File: config.mk
export PLATFORM = sky130hd
export DESIGN_NAME = alu_op_sequencer
export DESIGN_NICKNAME = d
export VERILOG_FILES = /design/src/rtl/alu_seq_pkg.sv /design/src/rtl/alu_op_sequencer_decode.sv /design/src/rtl/alu_op_sequencer.sv
export SDC_FILE = /design/constraint.sdc
export NUM_CORES = 1
export LEC_CHECK = 0
export CAP_MARGIN = 0
export CORE_UTILIZATION = 44
export CTS_CLUSTER_DIAMETER = 120
export DETAILED_ROUTE_END_ITERATION = 8
export PLACE_DENSITY = 0.85
export SYNTH_ARGS = -nofsm -noshare
export SYNTH_HDL_FRONTEND = slang
export SYNTH_SLANG_ARGS = --single-unit
export TNS_END_PERCENT = 50
File: constraint.sdc
create_clock -name clk -period 2.4 [get_ports clk]
set_input_delay 0.48 -clock clk [delete_from_list [all_inputs] [get_ports clk]]
set_output_delay 0.48 -clock clk [all_outputs]
set_load 0.03 [all_outputs]
File: src/rtl/alu_seq_pkg.sv
// Shared opcodes, sequencer state encoding and opcode helper functions
// for the ALU op sequencer.
package alu_seq_pkg;

  localparam logic [3:0] OP_ADD = 4'd0;
  localparam logic [3:0] OP_SUB = 4'd1;
  localparam logic [3:0] OP_AND = 4'd2;
  localparam logic [3:0] OP_OR  = 4'd3;
  localparam logic [3:0] OP_XOR = 4'd4;
  localparam logic [3:0] OP_LSL = 4'd5;
  localparam logic [3:0] OP_LSR = 4'd6;
  localparam logic [3:0] OP_ASR = 4'd7;
  localparam logic [3:0] OP_MUL = 4'd8;
  localparam logic [3:0] OP_DIV = 4'd9;
  localparam logic [3:0] OP_NOT = 4'd10;

  typedef enum logic [2:0] {
    ST_IDLE    = 3'd0,
    ST_LAUNCH  = 3'd1,
    ST_WAIT    = 3'd2,
    ST_CAPTURE = 3'd3,
    ST_RESP    = 3'd4
  } seq_state_t;

  function automatic logic op_legal(input logic [3:0] op);
    return (op <= OP_NOT);
  endfunction

  // Number of ALU cycles needed after the load pulse before the result is valid.
  function automatic logic [7:0] op_latency(input logic [3:0] op,
                                            input int lat_simple,
                                            input int lat_mul,
                                            input int lat_div);
    logic [7:0] lat;
    if (op == OP_MUL) begin
      lat = 8'(lat_mul);
    end else if (op == OP_DIV) begin
      lat = 8'(lat_div);
    end else begin
      lat = 8'(lat_simple);
    end
    return lat;
  endfunction

endpackage

File: src/rtl/alu_op_sequencer_decode.sv
// Combinational request decode: legality, divide-by-zero trap and the
// ALU latency for the requested opcode.
module alu_op_decode
  import alu_seq_pkg::*;
#(
  parameter int WIDTH      = 16,
  parameter int LAT_SIMPLE = 1,
  parameter int LAT_MUL    = 17,
  parameter int LAT_DIV    = 17
) (
  input  logic [3:0]       op,
  input  logic [WIDTH-1:0] b,
  output logic             legal,
  output logic             div_by_zero,
  output logic [7:0]       lat
);

  always_comb begin
    legal       = op_legal(op);
    div_by_zero = (op == OP_DIV) && (b == '0);
    lat         = op_latency(op, LAT_SIMPLE, LAT_MUL, LAT_DIV);
  end

endmodule

File: src/rtl/alu_op_sequencer.sv
// Request/response front-end for the shared multi-cycle ALU: accepts one op,
// launches the ALU, waits its fixed latency and holds the result for the consumer.
module alu_op_sequencer
  import alu_seq_pkg::*;
#(
  parameter int WIDTH      = 16,
  parameter int LAT_SIMPLE = 1,
  parameter int LAT_MUL    = 17,
  parameter int LAT_DIV    = 17
) (
  input  logic             clk,
  input  logic             rst,
  input  logic             req_valid,
  output logic             req_ready,
  input  logic [WIDTH-1:0] req_a,
  input  logic [WIDTH-1:0] req_b,
  input  logic [3:0]       req_op,
  output logic [WIDTH-1:0] alu_a,
  output logic [WIDTH-1:0] alu_b,
  output logic [3:0]       alu_select,
  output logic             alu_load,
  input  logic [WIDTH-1:0] alu_res_lo,
  input  logic [WIDTH-1:0] alu_res_hi,
  output logic             rsp_valid,
  input  logic             rsp_ready,
  output logic [WIDTH-1:0] rsp_lo,
  output logic [WIDTH-1:0] rsp_hi,
  output logic             rsp_err,
  output logic             busy
);

  // Handshake: a transfer happens on a rising edge where valid and ready are both
  // high; valid is never withdrawn by this block until that edge.
  seq_state_t state;
  logic [7:0] cnt;
  logic [7:0] lat_q;

  logic       dec_legal;
  logic       dec_dbz;
  logic [7:0] dec_lat;

  alu_op_decode #(
    .WIDTH      (WIDTH),
    .LAT_SIMPLE (LAT_SIMPLE),
    .LAT_MUL    (LAT_MUL),
    .LAT_DIV    (LAT_DIV)
  ) u_decode (
    .op          (req_op),
    .b           (req_b),
    .legal       (dec_legal),
    .div_by_zero (dec_dbz),
    .lat         (dec_lat)
  );

  always_ff @(posedge clk) begin
    if (rst) begin
      state      <= ST_IDLE;
      alu_a      <= '0;
      alu_b      <= '0;
      alu_select <= '0;
      alu_load   <= 1'b0;
      rsp_lo     <= '0;
      rsp_hi     <= '0;
      rsp_err    <= 1'b0;
      rsp_valid  <= 1'b0;
      busy       <= 1'b0;
      req_ready  <= 1'b1;
      cnt        <= '0;
      lat_q      <= '0;
    end else begin
      case (state)
        ST_IDLE: begin
          if (req_valid && req_ready) begin
            alu_a      <= req_a;
            alu_b      <= req_b;
            alu_select <= req_op;
            lat_q      <= dec_lat;
            busy       <= 1'b1;
            req_ready  <= 1'b0;
            // Traps answer straight away and never pulse the ALU.
            if (!dec_legal) begin
              state     <= ST_RESP;
              rsp_valid <= 1'b1;
              rsp_err   <= 1'b1;
              rsp_lo    <= '0;
              rsp_hi    <= '0;
            end else if (dec_dbz) begin
              state     <= ST_RESP;
              rsp_valid <= 1'b1;
              rsp_err   <= 1'b1;
              rsp_lo    <= '1;
              rsp_hi    <= req_a;
            end else begin
              state    <= ST_LAUNCH;
              alu_load <= 1'b1;
            end
          end
        end
        ST_LAUNCH: begin
          alu_load <= 1'b0;
          cnt      <= lat_q - 8'd1;
          state    <= ST_WAIT;
        end
        ST_WAIT: begin
          if (cnt == 8'd0) begin
            state <= ST_CAPTURE;
          end else begin
            cnt <= cnt - 8'd1;
          end
        end
        ST_CAPTURE: begin
          rsp_lo    <= alu_res_lo;
          rsp_hi    <= alu_res_hi;
          rsp_err   <= 1'b0;
          rsp_valid <= 1'b1;
          state     <= ST_RESP;
        end
        ST_RESP: begin
          if (rsp_ready) begin
            rsp_valid <= 1'b0;
            busy      <= 1'b0;
            req_ready <= 1'b1;
            state     <= ST_IDLE;
          end
        end
        default: begin
          state <= ST_IDLE;
        end
      endcase
    end
  end

endmodule
==> run summary, run 1 <==
VDD IR max: 0.405 mV
Total overflow reported by the global router: 0
Die height: 94.9 µm
Clock Skew: 11.1 ps
Compound-gate portion of the synthesized area: 23.6%
Endpoints failing setup: 0
Placer Congestion: 0.850
Synthesis Warnings: 0
WL/cell: 16.3 µm
EDFF count, synth: 0
Global Route met3 Usage: 5.72%
Worst-path clk slew: 90 ps
I/O Buffers: 144
P_int: 2.83 mW
CTS Buf Count: 9
Power density cells: 798 nW/µm²
Hold slack: 459 ps
Hold Vio Cnt, Final: 0
Initial DRC count: 175
Insertion delay to the later sink of the worst-skew pair: 340 ps
DR DRC count: 0
Synth unique cells: 53
Startpoint Class: register
Minimum clock period: 2200 ps
Post-route ant nets: 0
Met1 Use GR: 31.9%
Clock Sinks: 86
Pin count of the biggest net entering global routing: 45
Via count: 3912
Placed Area: 5360 µm²
Switching Fraction: 36.0%
Overall Global Routing Usage: 25.4%
Starting Density: 45.8%
Status: finished clean
Path type of the worst setup path: reg2reg
Number of diodes: 0
Register bit count reported by yosys: 86
Global-route wire length before repair: 17.9 mm
Simple-Gate Fraction of Synth Area: 19.6%
Hold Buf Count CTS: 0
Final TNS setup: 0 ps
Syn Inst Count: 446
Max_slew headroom: 25.9%
Crit end category: register
Post-synthesis mux area share: 5.27%
Xor and xnor fraction of the mapped netlist area: 0.231%
Max-slew violations: 0
Synth Cell Area: 3800 µm²
Synth Flop Type: dfxtp_1
Fin crit share: 91.7%
TritonCTS clock tree: done
Final HPWL DP: 8.25 mm
Final Routed Wirelength: 11.3 mm
Gr busiest metal: met2
Clock buffer depth: 2
Initial antenna violation count: 0
Post-CTS Setup Bufs: 0
Final setup margin: 198 ps
Comb pwr share: 37.7%
Mean Syn Cell Area: 8.51 µm²
Synthesized Nets: 519
Least-Margin Pin Slew: 1100 ps
Synth Area in Adders: 0.329%
Worst-path maximum fanout: 16
Die X: 94.9 µm
Psw: 1.59 mW
RSZ-0062 raised after global routing: no
Met2 GRT Util: 44.1%
Seq/Total Area, Yosys: 45.3%
CTS resizes: 0
Final non-filler cell area: 5550 µm²
Row count: 33
Combinational family with the most area after synthesis: compound AO/OA/AOI/OAI gates
Syn-to-layout area delta: 46.2%
P_leak: 2.01 nW
Number of global-route vias before repair: 3672
Fraction of registers with async set/reset: 0%
Max Cap Viol: 0
H-tree Lvls: 3
Pre-CTS WS: -66.6 ps
CP arrival: 2440 ps
Core Region: 8300 µm²
Filler cells: 667
Crit path required time: 2640 ps
Root buffer cell: clkbuf_8
Die area: 9010 µm²
FMAX: 0.454 GHz
Layout cells sized above 1: 8.29%
Layout net count: 659
Vias/cell: 5.62
Drt first pass iters: 4
HP Class: reg2reg
Clock Power Share: 21.9%
Ports: 145
Register share of total power: 40.4%
## flip-flops by register name, indices dropped and copies added, names as in the netlist, 2 cells and up
name,count
alu_b,16
alu_select,4
rsp_lo,16
cnt,8
alu_a,16
rsp_hi,16
lat_q,2
state,3
## per-stage QoR
stage	instances	total power [mW]	util, %
2_1_floorplan	446	2.81	-
3_3_place_gp	680	3.42	64.6
3_5_place_dp	680	3.48	64.6
4_1_cts	696	4.44	66.9
5_1_grt	696	4.65	66.9
6_report	696	4.43	66.9
## critical path, stage by stage, from the launching register on
cell      delay (ps)
dfxtp_1          530
nand3b_1         440
o21ai_1          760
a21oi_1          180
o221a_2          190
## cell type report
cell class | count | area, µm² | share of cell area, %
timing repair buffer | 165 | 1620 | 29.2
sequential | 86 | 1720 | 31.0
clock inverter | 2 | 15.0 | 0.271
inverter | 7 | 26.3 | 0.473
clock buffer | 14 | 173 | 3.11
tap | 105 | 131 | 2.37
multi-input combinational | 317 | 1860 | 33.6
## cells in the mapped netlist (2+ instances only)
cell type,number,share of area [%]
nand2_1,100,9.9
dfxtp_1,86,45
a21oi_1,59,7.8
mux2i_1,20,5.3
o21ai_0,19,2.5
o22ai_1,19,3.1
clkbuf_1,18,1.8
nand2b_1,17,2.8
o221a_1,12,3.6
buf_2,9,1.2
nor2_1,9,0.89
inv_1,6,0.59
nor3_1,6,0.79
buf_6,5,1.5
o221a_2,4,1.2
a211oi_1,3,0.59
a21o_1,3,0.59
buf_1,3,0.30
nand3_1,3,0.40
o21a_1,3,0.59
or4_1,3,0.59
nand3b_1,2,0.40
nor3b_1,2,0.40
nor4_1,2,0.33
o2111ai_1,2,0.46
o21ai_1,2,0.26
or3b_2,2,0.46
or4_4,2,0.59
## path summary, 6_finish.rpt
kind,startpoint,to,slack (ps),depth (start not counted)
hold reg to reg,alu_b[5]$_SDFFE_PP0P_,alu_b[5]$_SDFFE_PP0P_,460,2
hold / removal,alu_b[5]$_SDFFE_PP0P_,alu_b[5]$_SDFFE_PP0P_,460,2
setup reg to reg,state[1]$_SDFFE_PP0P_,rsp_hi[2]$_SDFFE_PP0P_,200,4
setup / recovery,state[1]$_SDFFE_PP0P_,rsp_hi[2]$_SDFFE_PP0P_,200,4
## routing by layer
metal / routed length [µm] / vias to the layer above
li1: - / 1868
met1: 4810 / 1870
met5: 0 / -
met2: 5560 / 165
met4: 91 / 0
met3: 846 / 9
## power by group through the flow
stage	logic [mW]	registers, mW	clock network [mW]
2_1_floorplan	0.723	2.09	0
5_1_grt	1.79	1.82	1.04
3_3_place_gp	1.61	1.81	0
4_1_cts	1.67	1.79	0.992
6_report	1.67	1.79	0.968
3_5_place_dp	1.66	1.82	0
## logic make-up after synthesis
kind of cell | count (synthesis)
fa+ha+maj | 1
buf+inv | 43
simple gates | 157
flops | 86
mux | 20
compound gates | 138
xor+xnor | 1
## layout by cell type (no fill, tap or decap), types with 2 or more instances in the layout
cell             instances
clkdlybuf4s50_1        143
nand2_1                100
dfxtp_1                 86
a21oi_1                 59
mux2i_1                 20
o21ai_0                 19
o22ai_1                 19
buf_4                   19
nand2b_1                17
o221a_1                 12
clkbuf_8                12
nor2_1                   8
inv_1                    6
nor3_1                   6
o221a_2                  4
or4_1                    3
o21a_1                   3
a21o_1                   3
a211oi_1                 3
nand3_1                  3
nor3b_1                  2
or4_4                    2
or3b_2                   2
nand3b_1                 2
nor4_1                   2
o21ai_1                  2
o2111ai_1                2
clkinvlp_4               2
clkbuf_1                 2
buf_12                   2
Power figures use the tool's default switching activity.
==> inputs of run 2 (changes only) <==
--- a/config.mk
+++ b/config.mk
@@ -5,6 +5,7 @@
 export SDC_FILE = /design/constraint.sdc
 export NUM_CORES = 1
 export LEC_CHECK = 0
+export ABC_CLOCK_PERIOD_IN_PS = 2400
 export CAP_MARGIN = 0
 export CORE_UTILIZATION = 44
 export CTS_CLUSTER_DIAMETER = 120
==> results of run 2 <==
No change in the layout: final DEF, timing and power equal those of run 1.
==> patch: new RTL, config.mk and constraints of run 1 <==
`WIDTH` is set to 16 in 2 places; all go to 14.
--- a/src/rtl/alu_op_sequencer_decode.sv
+++ b/src/rtl/alu_op_sequencer_decode.sv
@@ -3,7 +3,7 @@
 module alu_op_decode
   import alu_seq_pkg::*;
 #(
-  parameter int WIDTH      = 16,
+  parameter int WIDTH      = 14,
   parameter int LAT_SIMPLE = 1,
   parameter int LAT_MUL    = 17,
   parameter int LAT_DIV    = 17
--- a/src/rtl/alu_op_sequencer.sv
+++ b/src/rtl/alu_op_sequencer.sv
@@ -3,7 +3,7 @@
 module alu_op_sequencer
   import alu_seq_pkg::*;
 #(
-  parameter int WIDTH      = 16,
+  parameter int WIDTH      = 14,
   parameter int LAT_SIMPLE = 1,
   parameter int LAT_MUL    = 17,
   parameter int LAT_DIV    = 17
Ports: changed (8 resized); port bits go from 145 to 129. No check against the original RTL was run, so the function may have changed too.
==> patch against run 1 <==
Non-clock buffer count is 20 lower; core utilization grew 1.5 points; largest power group unchanged; critical path type unchanged; clock skew down 0.0042 ns; die area is 8.7% lower; area after synthesis decreased by 8.9%; setup slack improved by 0.063 ns; power decreased by 2.5%; sequential power shrank 6%; sequential cell count decreased by 8; wire length decreased by 9.3%; cell area down 8.7%; via count fell by 7.6%.
==> patch: results (changes against run 1) <==
r2r worst-path depth 6 (+2); sequential element share of the synthesized area 0.4514 (-0.002021); slew margin rel. 0.4872 (+0.2283); HPWL after detailed placement 7304 um (-11%); post-layout worst setup margin 0.2613 ns (+0.06279 ns); dpl ws -0.2420 ns (-0.1754 ns); Post-synth ARST share 0 (unchanged); leakage power 0.001883 uW (-6.4%); Mapped Nets 500 (-3.7%); status complete, no violations; gr usage total 0.2529 (-0.0009915); CTS resizes 0 (unchanged); DR vias 3616 (-7.6%); Num CTS Buffers 9 (unchanged); Final #Nets 619 (-6.1%); yosys warns 0 (unchanged); first-pass detailed-route iteration total 4 (unchanged); initial antenna violation count 0 (unchanged); Synth area leaders dfxtp_1 45%, nand2_1 11%, a21oi_1 8.4%, o21ai_0 4.9%, nor3_1 3.3%; Fill cells 571 (-14%); Clock Tree Buf Depth 2 (unchanged); H-tree depth 3 (unchanged); antenna diode count 0 (unchanged); PortBufs 128 (-11%); Post-CTS Repair Setup Buffers 0 (unchanged); CP Launch Point state[2]; vias in the first global route 3459 (-5.8%); Worst-Skew Late Latency 0.34 ns (about the same); Hold Path Depth 2 (unchanged); Root Driver clkbuf_8; share of layout cells above drive strength 1 0.1091 (+0.02621); Crit-path slowest cell dfxtp_1; CP top delay family compound AO/OA/AOI/OAI gates; worst min path class reg2reg; Final Hold Viols 0 (unchanged); CP max stage delay 0.42 ns (-0.34 ns); Final Skew 0.006835 ns (-0.004249 ns); peak supply drop 0.5361 mV (+33%); critical path endpoint cnt[6]; first-pass GRT wire length 16770 um (-6.6%); Worst-path clk slew 0.08 ns; GP Congestion 0.8557 (+0.68%); crit-path max FO 11 (-5); DR WL/cell 15.60 um (-4.0%); most frequent cells after synthesis 104 x nand2_1, 78 x dfxtp_1, 58 x a21oi_1; WP data arrival 2.38 ns (-0.06 ns); largest net degree at the start of global routing 65 (+44%); number of DRC markers in iteration 0 145 (-17%); post-synthesis cell type count 48 (-9.4%)
## patch: metrics by stage
| stage | instance area (sq um) | setup TNS [ns] | util | total power [uW] | cells |
|---|---|---|---|---|---|
| final | 5065 | 0 | 0.6837 | 4317 | 658 |
| after global routing | 5065 | 0 | 0.6837 | 4541 | 658 |
| after CTS | 5057 | 0 | 0.6827 | 4317 | 658 |
| after detailed placement | 4856 | -4.531 | 0.6555 | 3328 | 642 |
| after global placement | 4856 | -1.604 | 0.6555 | 3273 | 642 |
| after floorplan | 3460 | 0 | - | 2685 | 435 |
## patch: worst min path at each step
stage                             start       endpoint  slack (ns)
after floorplan                lat_q[0]       lat_q[0]        0.45
after global placement             busy           busy        0.44
after detailed placement           busy           busy        0.44
after CTS                      alu_b[0]       alu_b[0]        0.46
after global routing           alu_b[6]       alu_b[6]        0.48
final                     alu_select[0]  alu_select[0]        0.46
## patch: layer usage
layer,GRT usage,wire [um],vias up
met5,0,0,-
met4,0.1210,387,0
met3,0.04966,534,29
met2,0.4223,5048,127
met1,0.3111,4293,1717
li1,-,-,1743
## patch: kinds of logic after synthesis
| family | count (synthesis) | share of synthesized area |
|---|---|---|
| buf+inv | 40 | 0.05461 |
| mux | 3 | 0.008680 |
| flops | 78 | 0.4514 |
| simple gates | 189 | 0.2720 |
| fa+ha+maj | 1 | 0.003616 |
| xor+xnor | 4 | 0.01013 |
| compound gates | 120 | 0.1996 |
## patch: area by class of cell
cell class / instances / area share
inverters: 3 / 0.002223
flip-flops and latches: 78 / 0.3083
well taps: 99 / 0.02446
clock buffers: 13 / 0.03137
clock inverters: 3 / 0.008399
repair buffers: 145 / 0.2846
multi-input cells: 317 / 0.3407
## patch: power breakdown
part           internal (uW)  switching [uW]
combinational            691             949
sequential              1510             161
clock                    537             465
